===== src/rtl/inflate_bit_reader_if.sv =====
// Handshake bundle between the byte FIFO / inflate decoders (master) and the bit reader (slave).
// Valid/ready: fifo_rdata is valid whenever !fifo_rempty; a byte moves on a clock edge where fifo_rinc=1.
interface inflate_bit_reader_if #(
    parameter int PEEK_W = 16,
    parameter int CNT_W  = 6,
    parameter int LEN_W  = $clog2(PEEK_W) + 1
);
    logic              flush;
    logic              fifo_rempty;
    logic [7:0]        fifo_rdata;
    logic              fifo_rinc;
    logic [PEEK_W-1:0] peek_bits;
    logic [CNT_W-1:0]  bit_cnt;
    logic              consume;
    logic [LEN_W-1:0]  consume_len;
    logic              align;
    logic              err_underrun;

    modport master (
        output flush, fifo_rempty, fifo_rdata, consume, consume_len, align,
        input  fifo_rinc, peek_bits, bit_cnt, err_underrun
    );

    modport slave (
        input  flush, fifo_rempty, fifo_rdata, consume, consume_len, align,
        output fifo_rinc, peek_bits, bit_cnt, err_underrun
    );
endinterface


===== src/rtl/inflate_bit_reader.sv =====
// LSB-first bit buffer between the inflate byte FIFO and the Huffman/header decoders.
// Optional INFLATE_BITCNT_EN adds bits_total, a running count of dropped bits.
module inflate_bit_reader #(
    parameter int BUF_W  = 32,
    parameter int PEEK_W = 16,
    parameter int CNT_W  = 6
) (
    input  logic clk,
    input  logic rst_n,
    inflate_bit_reader_if.slave bus
`ifdef INFLATE_BITCNT_EN
    ,
    output logic [31:0] bits_total
`endif
);
    logic [BUF_W-1:0] buf_q;
    logic [CNT_W-1:0] cnt_q;
    logic             err_q;
    logic             run_q;

    logic [CNT_W-1:0] req_len;
    logic [CNT_W-1:0] len;
    logic [CNT_W-1:0] cnt_after;
    logic [CNT_W-1:0] len2;
    logic [CNT_W-1:0] drop;
    logic [CNT_W-1:0] cnt_rem;
    logic             underrun;
    logic             rinc;
    logic [BUF_W-1:0] buf_n;
    logic [CNT_W-1:0] cnt_n;

    always_comb begin
        req_len   = CNT_W'(bus.consume_len);
        underrun  = bus.consume && (req_len > cnt_q);
        len       = (bus.consume && !underrun) ? req_len : '0;
        cnt_after = cnt_q - len;
        // Low three bits of the remaining count are the leftover bits of the current byte.
        len2      = bus.align ? CNT_W'(cnt_after[2:0]) : '0;
        drop      = len + len2;
        cnt_rem   = cnt_q - drop;
        // run_q keeps the pop off during reset and in the first cycle after release.
        rinc      = run_q && !bus.fifo_rempty && !bus.flush && (cnt_rem <= CNT_W'(BUF_W - 8));
        buf_n     = buf_q >> drop;
        cnt_n     = cnt_rem;
        if (rinc) begin
            buf_n = buf_n | ({{(BUF_W-8){1'b0}}, bus.fifo_rdata} << cnt_rem);
            cnt_n = cnt_rem + CNT_W'(8);
        end
    end

    always_ff @(posedge clk or negedge rst_n) begin
        if (!rst_n) begin
            buf_q <= '0;
            cnt_q <= '0;
            err_q <= 1'b0;
            run_q <= 1'b0;
        end else begin
            run_q <= 1'b1;
            if (bus.flush) begin
                buf_q <= '0;
                cnt_q <= '0;
                err_q <= 1'b0;
            end else begin
                buf_q <= buf_n;
                cnt_q <= cnt_n;
                if (underrun) err_q <= 1'b1;
            end
        end
    end

`ifdef INFLATE_BITCNT_EN
    always_ff @(posedge clk or negedge rst_n) begin
        if (!rst_n) begin
            bits_total <= '0;
        end else if (bus.flush) begin
            bits_total <= '0;
        end else begin
            bits_total <= bits_total + 32'(drop);
        end
    end
`endif

    assign bus.fifo_rinc    = rinc;
    assign bus.peek_bits    = buf_q[PEEK_W-1:0];
    assign bus.bit_cnt      = cnt_q;
    assign bus.err_underrun = err_q;
endmodule


===== src/flat_wrapper.sv =====
// flat-port wrapper written by rule: the top's interface ports become plain ports
module inflate_bit_reader_flat 
#(
    parameter int BUF_W  = 32,
    parameter int PEEK_W = 16,
    parameter int CNT_W  = 6
)
  (clk, rst_n, bus_flush, bus_fifo_rempty, bus_fifo_rdata, bus_consume, bus_consume_len, bus_align, bus_fifo_rinc, bus_peek_bits, bus_bit_cnt, bus_err_underrun);
  inflate_bit_reader_if #(.PEEK_W(PEEK_W), .CNT_W(CNT_W)) bus_i ();
  input  logic clk;
  input  logic rst_n;
  input wire logic [$bits(bus_i.flush)-1:0] bus_flush;
  input wire logic [$bits(bus_i.fifo_rempty)-1:0] bus_fifo_rempty;
  input wire logic [$bits(bus_i.fifo_rdata)-1:0] bus_fifo_rdata;
  input wire logic [$bits(bus_i.consume)-1:0] bus_consume;
  input wire logic [$bits(bus_i.consume_len)-1:0] bus_consume_len;
  input wire logic [$bits(bus_i.align)-1:0] bus_align;
  output wire logic [$bits(bus_i.fifo_rinc)-1:0] bus_fifo_rinc;
  output wire logic [$bits(bus_i.peek_bits)-1:0] bus_peek_bits;
  output wire logic [$bits(bus_i.bit_cnt)-1:0] bus_bit_cnt;
  output wire logic [$bits(bus_i.err_underrun)-1:0] bus_err_underrun;
  assign bus_i.flush = bus_flush;
  assign bus_i.fifo_rempty = bus_fifo_rempty;
  assign bus_i.fifo_rdata = bus_fifo_rdata;
  assign bus_i.consume = bus_consume;
  assign bus_i.consume_len = bus_consume_len;
  assign bus_i.align = bus_align;
  assign bus_fifo_rinc = bus_i.fifo_rinc;
  assign bus_peek_bits = bus_i.peek_bits;
  assign bus_bit_cnt = bus_i.bit_cnt;
  assign bus_err_underrun = bus_i.err_underrun;
  inflate_bit_reader #(.BUF_W(BUF_W), .PEEK_W(PEEK_W), .CNT_W(CNT_W)) u_core (.clk(clk), .rst_n(rst_n), .bus(bus_i));
endmodule

===== config.mk =====
export PLATFORM = sky130hd
export DESIGN_NAME = inflate_bit_reader_flat
export DESIGN_NICKNAME = d
export VERILOG_FILES = /design/src/rtl/inflate_bit_reader_if.sv /design/src/rtl/inflate_bit_reader.sv /design/src/flat_wrapper.sv
export SDC_FILE = /design/constraint.sdc
export NUM_CORES = 1
export LEC_CHECK = 0
export ABC_AREA = 1
export CORE_ASPECT_RATIO = 2
export CORE_UTILIZATION = 54
export CTS_CLUSTER_DIAMETER = 30
export DETAILED_ROUTE_END_ITERATION = 8
export HOLD_SLACK_MARGIN = 0.08
export MAX_ROUTING_LAYER = met4
export PLACE_DENSITY = 0.88
export SLEW_MARGIN = 20
export SYNTH_ARGS = -nofsm -noshare
export SYNTH_HDL_FRONTEND = slang
export SYNTH_SLANG_ARGS = --single-unit
export TNS_END_PERCENT = 1

===== constraint.sdc =====
create_clock -name clk -period 6.16 [get_ports clk]
set_clock_uncertainty 0.2 [all_clocks]
set_input_delay 0.924 -clock clk [delete_from_list [all_inputs] [get_ports clk]]
set_output_delay 0.924 -clock clk [all_outputs]
set_load 0.03 [all_outputs]

; Word-level counts from Yosys, hierarchy flattened
; Cells that the tools add are included.
[word_totals]
register_bits = 40
latchBits = 0
ram_bits = 0
mem_bits_ro = 0
output_inout_bits = 24
wordCells = 30
mem_count = 0
[classes]
n_addsub = 4
multipliers = 0
div_mod_pow = 0
order_cmp = 2
eq_ne = 0
shifts = 2
n_mux = 8
bitwise = 1
n_reduce_logical = 9
[ops]
columns = cell, count
row1 = $mux W32, 2
row2 = $or A32 B32 Y32, 1
row3 = $shl A8 B6 Y32, 1
row4 = $shr A32 B6 Y32, 1
row5 = $mux W6, 2
row6 = $add A5 B3 Y6, 1
row7 = $add A6 B4 Y6 const B, 1
row8 = $gt A5 B6 Y1, 1
row9 = $le A6 B5 Y1 const B, 1
row10 = $sub A6 B6 Y6, 1
row11 = $logic_and A1 B1 Y1, 5
row12 = $mux W5, 1
row13 = $logic_not A1 Y1, 3
row14 = $mux W3, 1
row15 = $sub A3 B3 Y3, 1
row16 = $mux W1, 2
row17 = $reduce_bool A2 Y1, 1

; Logic depth before layout (Yosys ltp)
[depth]
word_depth = 13
ltp_mapped = 34
depth_no_buf = 33

; Worst setup path after synthesis
; Ideal clock, no wire load.
[synth_timing]
kind = input -> output
start = input port bus_consume_len[3]
end = output port bus_fifo_rinc
arrival_time_ns = 5.478
t_required_ns = 5.036
setup_slack_ns = -0.442
path_stages = 28
cell_sequence = ha_1 > nand2_1 > nor2_2 > nand3_2 > nand2_2 > nand2_1 > nor2_2 > ha_1 > inv_1 > fa_1 > xor2_1 > o21ai_0 > a21oi_1 > ha_1 > xnor2_1 > inv_1 > clkbuf_1 > clkbuf_1 > ha_1 > a21oi_1 > and2_0 > nor2_1 > nand3_1 > nand2_2 > nand2_2 > nand3_4 > nor2_4 > buf_6
[synth_between]
elab_chain_len = 11
[synth_rtl]
columns = item, line_no
row1 = from (decl), flat_wrapper.sv:16  ; input wire logic [$bits(bus_i.consume_len)-1:0] bus_consume_len;
row2 = $gt A5 B6 Y1, inflate_bit_reader.sv:34  ; underrun = bus.consume && (req_len > cnt_q);
row3 = $logic_and A1 B1 Y1, inflate_bit_reader.sv:34
row4 = $logic_not A1 Y1, inflate_bit_reader.sv:35  ; len = (bus.consume && !underrun) ? req_len : '0;
row5 = $logic_and A1 B1 Y1, inflate_bit_reader.sv:35
row6 = $mux W5 *, inflate_bit_reader.sv:35
row7 = $sub A3 B3 Y3, inflate_bit_reader.sv:36  ; cnt_after = cnt_q - len;
row8 = $mux W3, inflate_bit_reader.sv:38  ; len2 = bus.align ? CNT_W'(cnt_after[2:0]) : '0;
row9 = $add A5 B3 Y6 *, inflate_bit_reader.sv:39  ; drop = len + len2;
row10 = $sub A6 B6 Y6 *, inflate_bit_reader.sv:40  ; cnt_rem = cnt_q - drop;
row11 = $le A6 B5 Y1 *, inflate_bit_reader.sv:42  ; rinc = run_q && !bus.fifo_rempty && !bus.flush && (cnt_rem <= CNT_W'(BUF_W - 8));
row12 = $logic_and A1 B1 Y1 *, inflate_bit_reader.sv:42
row13 = to (decl), flat_wrapper.sv:18  ; output wire logic [$bits(bus_i.fifo_rinc)-1:0] bus_fifo_rinc;
; Every way passes the cells marked *; elsewhere a longest branch is shown, timed or not.

; Worst setup path after layout
; Ends and elaborated chain as after synthesis.

==> run_results.csv <==
group,metric,value,unit
critical_path,crit_family,"simple AND/OR/NAND/NOR gates",
die,die_w,69.9,µm
global_route,grt_max_degree,72,
logic_synthesis,synth_area_per_cell,5.76,µm²
sta,fin_crit,6170,ps
die,fp-row-count,49,
critical_path,crit_path_top_delay_cell,"fa_2",
logic_synthesis,ys_types,41,
run_status,violations,"setup timing",
critical_path,cp.depth,31,
final_layout,nets,961,
sta,tightestPinTransition,989,ps
global_route,antenna_found_initial,0,
clocking,clock-root-buffer,"clkbuf_16",
logic_synthesis,async_flop_share,1.00,
logic_synthesis,yosysWarnings,0,
clocking,clock_path_buffers,2,
die,fp.coreArea,8950,µm²
place,dpl_cell_area,5680,µm²
die,dieArea,9640,µm²
global_route,grtUsageTotal,0.367,
global_route,grt_overflow,0,
clocking,htreeDepth,2,
logic_synthesis,synthesis.nets,902,
logic_synthesis,synth_area,4990,µm²
critical_path,slowest_delay,340,ps
drt,first_pass_iters,6,
critical_path,endpoint_kind,"primary output",
critical_path,rr_worst_depth,32,
final_layout,diodes,0,
place,gp_congestion,1.07,
critical_path,required,5040,ps
die,ioPinCount,43,
drt,ant_nets,0,
clocking,cts_hold_buf,0,
clocking,clkTransAtPathRegs,60,ps
critical_path,path_class,"in -> out",
flow_run,drv_cap,0,
sta,layout_setup_ws,-7.91,ps
sta,fmax,162,MHz
global_route,grt_pass1_vias,5523,
sta,timing.final.crit_share,1.00,
drt,drtIter0Drc,675,
clocking,cts.sinks,40,
place,portBuffers,42,
final_layout,drive_gt1_frac,0.145,
critical_path,worstPathArrival,5040,ps
critical_path,crit_path_frequent_cell,"nor2_4",
drt,viasPerCell,5.89,
sta,relSlewSlack,0.340,
run_status,status,"finished, violations left",
sta,setup_viol,1,
final_layout,fin_area,6020,µm²
die,start_util,0.557,
drt,post-route-drc-count,0,
logic_synthesis,synth-seq-cells,40,
hold_path,min_path_type,"reg -> reg",
critical_path,worstPathMaxFanout,4,
drt,wl_per_cell,16.9,µm
hold_path,hold_path_depth,1,
global_route,grt_pass1_wl,26600,µm
clocking,cts_tree,"built",
place,hpwlAfterDp,12800,µm
logic_synthesis,ys_seq_area_frac,0.201,
drt,drt_wl_total,17400,µm
sta,maxSlewViolCount,0,
logic_synthesis,synthFlopType,"dfrtp_1",
critical_path,path_buf_inv,6,
logic_synthesis,synth_edf_count,0,
drt,vias,6053,
final_layout,area_growth,20.8,%
clocking,numCtsBuffers,5,
logic_synthesis,synthCells,866,
critical_path,start_kind,"input pin",
clocking,worst_skew_pair.late_latency,290,ps
die,fp.dieH,138,µm
sta,hold_viol,0,
## worst reg2reg max path: cells and delay by family, from the launching register on
kind / cells / cell delay [ps]
AND/OR/NAND/NOR: 13 / 1170
AO/OA/AOI/OAI: 3 / 560
adder cells (fa/ha/maj): 5 / 1300
XOR/XNOR: 3 / 710
buffers and inverters: 8 / 980
flip-flops: 1 / 560
## layout make-up
type	count	area [µm²]
Clock inverter	2	10.0
Timing Repair Buffer	110	942
Tap cell	102	128
Clock buffer	6	139
Inverter	100	382
Sequential cell	40	1000
Multi-Input combinational cell	668	3420
Fill cell	791	2930
## repair_timing
item                       CTS  global route
hold endpoints to repair     0             0
setup buffers                7             6
pin swaps                   12            30
resized for setup           11            28
setup endpoints to repair    1             3
## cells in the mapped netlist (2+ instances only)
library cell  instances  area [µm²]
o21a_1                2        15.0
o21ai_1               8        40.0
nand3_1             121         606
nand2_1             314        1180
o21ai_0              47         235
ha_1                 14         175
and2_1                7        43.8
nand2_2               8        50.1
inv_2                 2        7.51
buf_2                11        55.1
nor2_2                4        25.0
nor2_4                4        45.0
inv_1                95         357
buf_1                 3        11.3
a21oi_1              50         250
clkinv_1              2        7.51
xnor2_1               2        17.5
nand3_4               3        52.6
xor2_1                2        17.5
mux2i_1               3        30.0
nor3_1                2        10.0
buf_4                18         135
buf_6                 3        33.8
clkbuf_1             23        86.3
o211ai_1             10        75.1
nor2_1               36         135
fa_1                  3        60.1
nand3_2               6        60.1
nand4_1              12        75.1
dfrtp_1              40        1000
## routing by layer
metal  part of all wire  track usage
met5                  0            -
met4              0.089        0.294
met3              0.052       0.0422
met2               0.53        0.678
met1               0.33        0.336
## sequential cells by signal, summed over array words and instances, names as in the netlist
| signal | cells |
|---|---|
| u_core.bus.bit_cnt | 6 |
| u_core.bus.err_underrun | 1 |
| u_core.buf_q | 32 |
| u_core.run_q | 1 |
## cells in the final DEF, fill, tap and decap left out, types with 8 or more instances in the layout
cell type / n
nand3_1: 120
dfrtp_1: 40
nand2_1: 313
buf_4: 64
nor2_1: 35
nand2_2: 8
clkdlybuf4s50_1: 35
o21ai_1: 10
ha_1: 10
o21ai_0: 45
inv_1: 90
o211ai_1: 10
a21oi_1: 48
nand4_1: 12
## final timing paths
path	start	to	slack [ps]
setup / recovery	bus_consume_len[3]	bus_fifo_rinc	-8
hold reg to reg	u_core.bus.err_underrun	u_core.bus.err_underrun	300
hold / removal	u_core.bus.err_underrun	u_core.bus.err_underrun	300
setup reg to reg	u_core.bus.bit_cnt[4]	u_core.buf_q[25]	540
max in group asynchronous	rst_n	u_core.buf_q[27]	4550
min in group asynchronous	rst_n	u_core.buf_q[8]	590
## metrics by stage
step / util / TNS, ps / worst slack [ps] / instances / hold slack, ps
after global routing: 0.673 / -173 / -173 / 1028 / 318
after CTS: 0.658 / 0 / 20.4 / 1022 / 299
after floorplan: - / 0 / 4.35 / 866 / 428
final: 0.673 / -7.91 / -7.91 / 1028 / 304
after global placement: 0.634 / -134 / -134 / 1007 / 279
after detailed placement: 0.634 / -694 / -309 / 1007 / 284
## cells by family after synthesis
| logic type | share of synthesized area |
|---|---|
| and+or+nand+nor | 0.468 |
| buffers and inverters | 0.140 |
| AOI/OAI and AO/OA | 0.130 |
| DFF | 0.201 |
| adders and majority gates | 0.0472 |
| xor gates and xnor gates | 0.00703 |
| muxes | 0.00602 |
| other | 0.000752 |
Power is not shown: default switching activity piles up to over one toggle a cycle in this logic, so the estimate is an artifact.
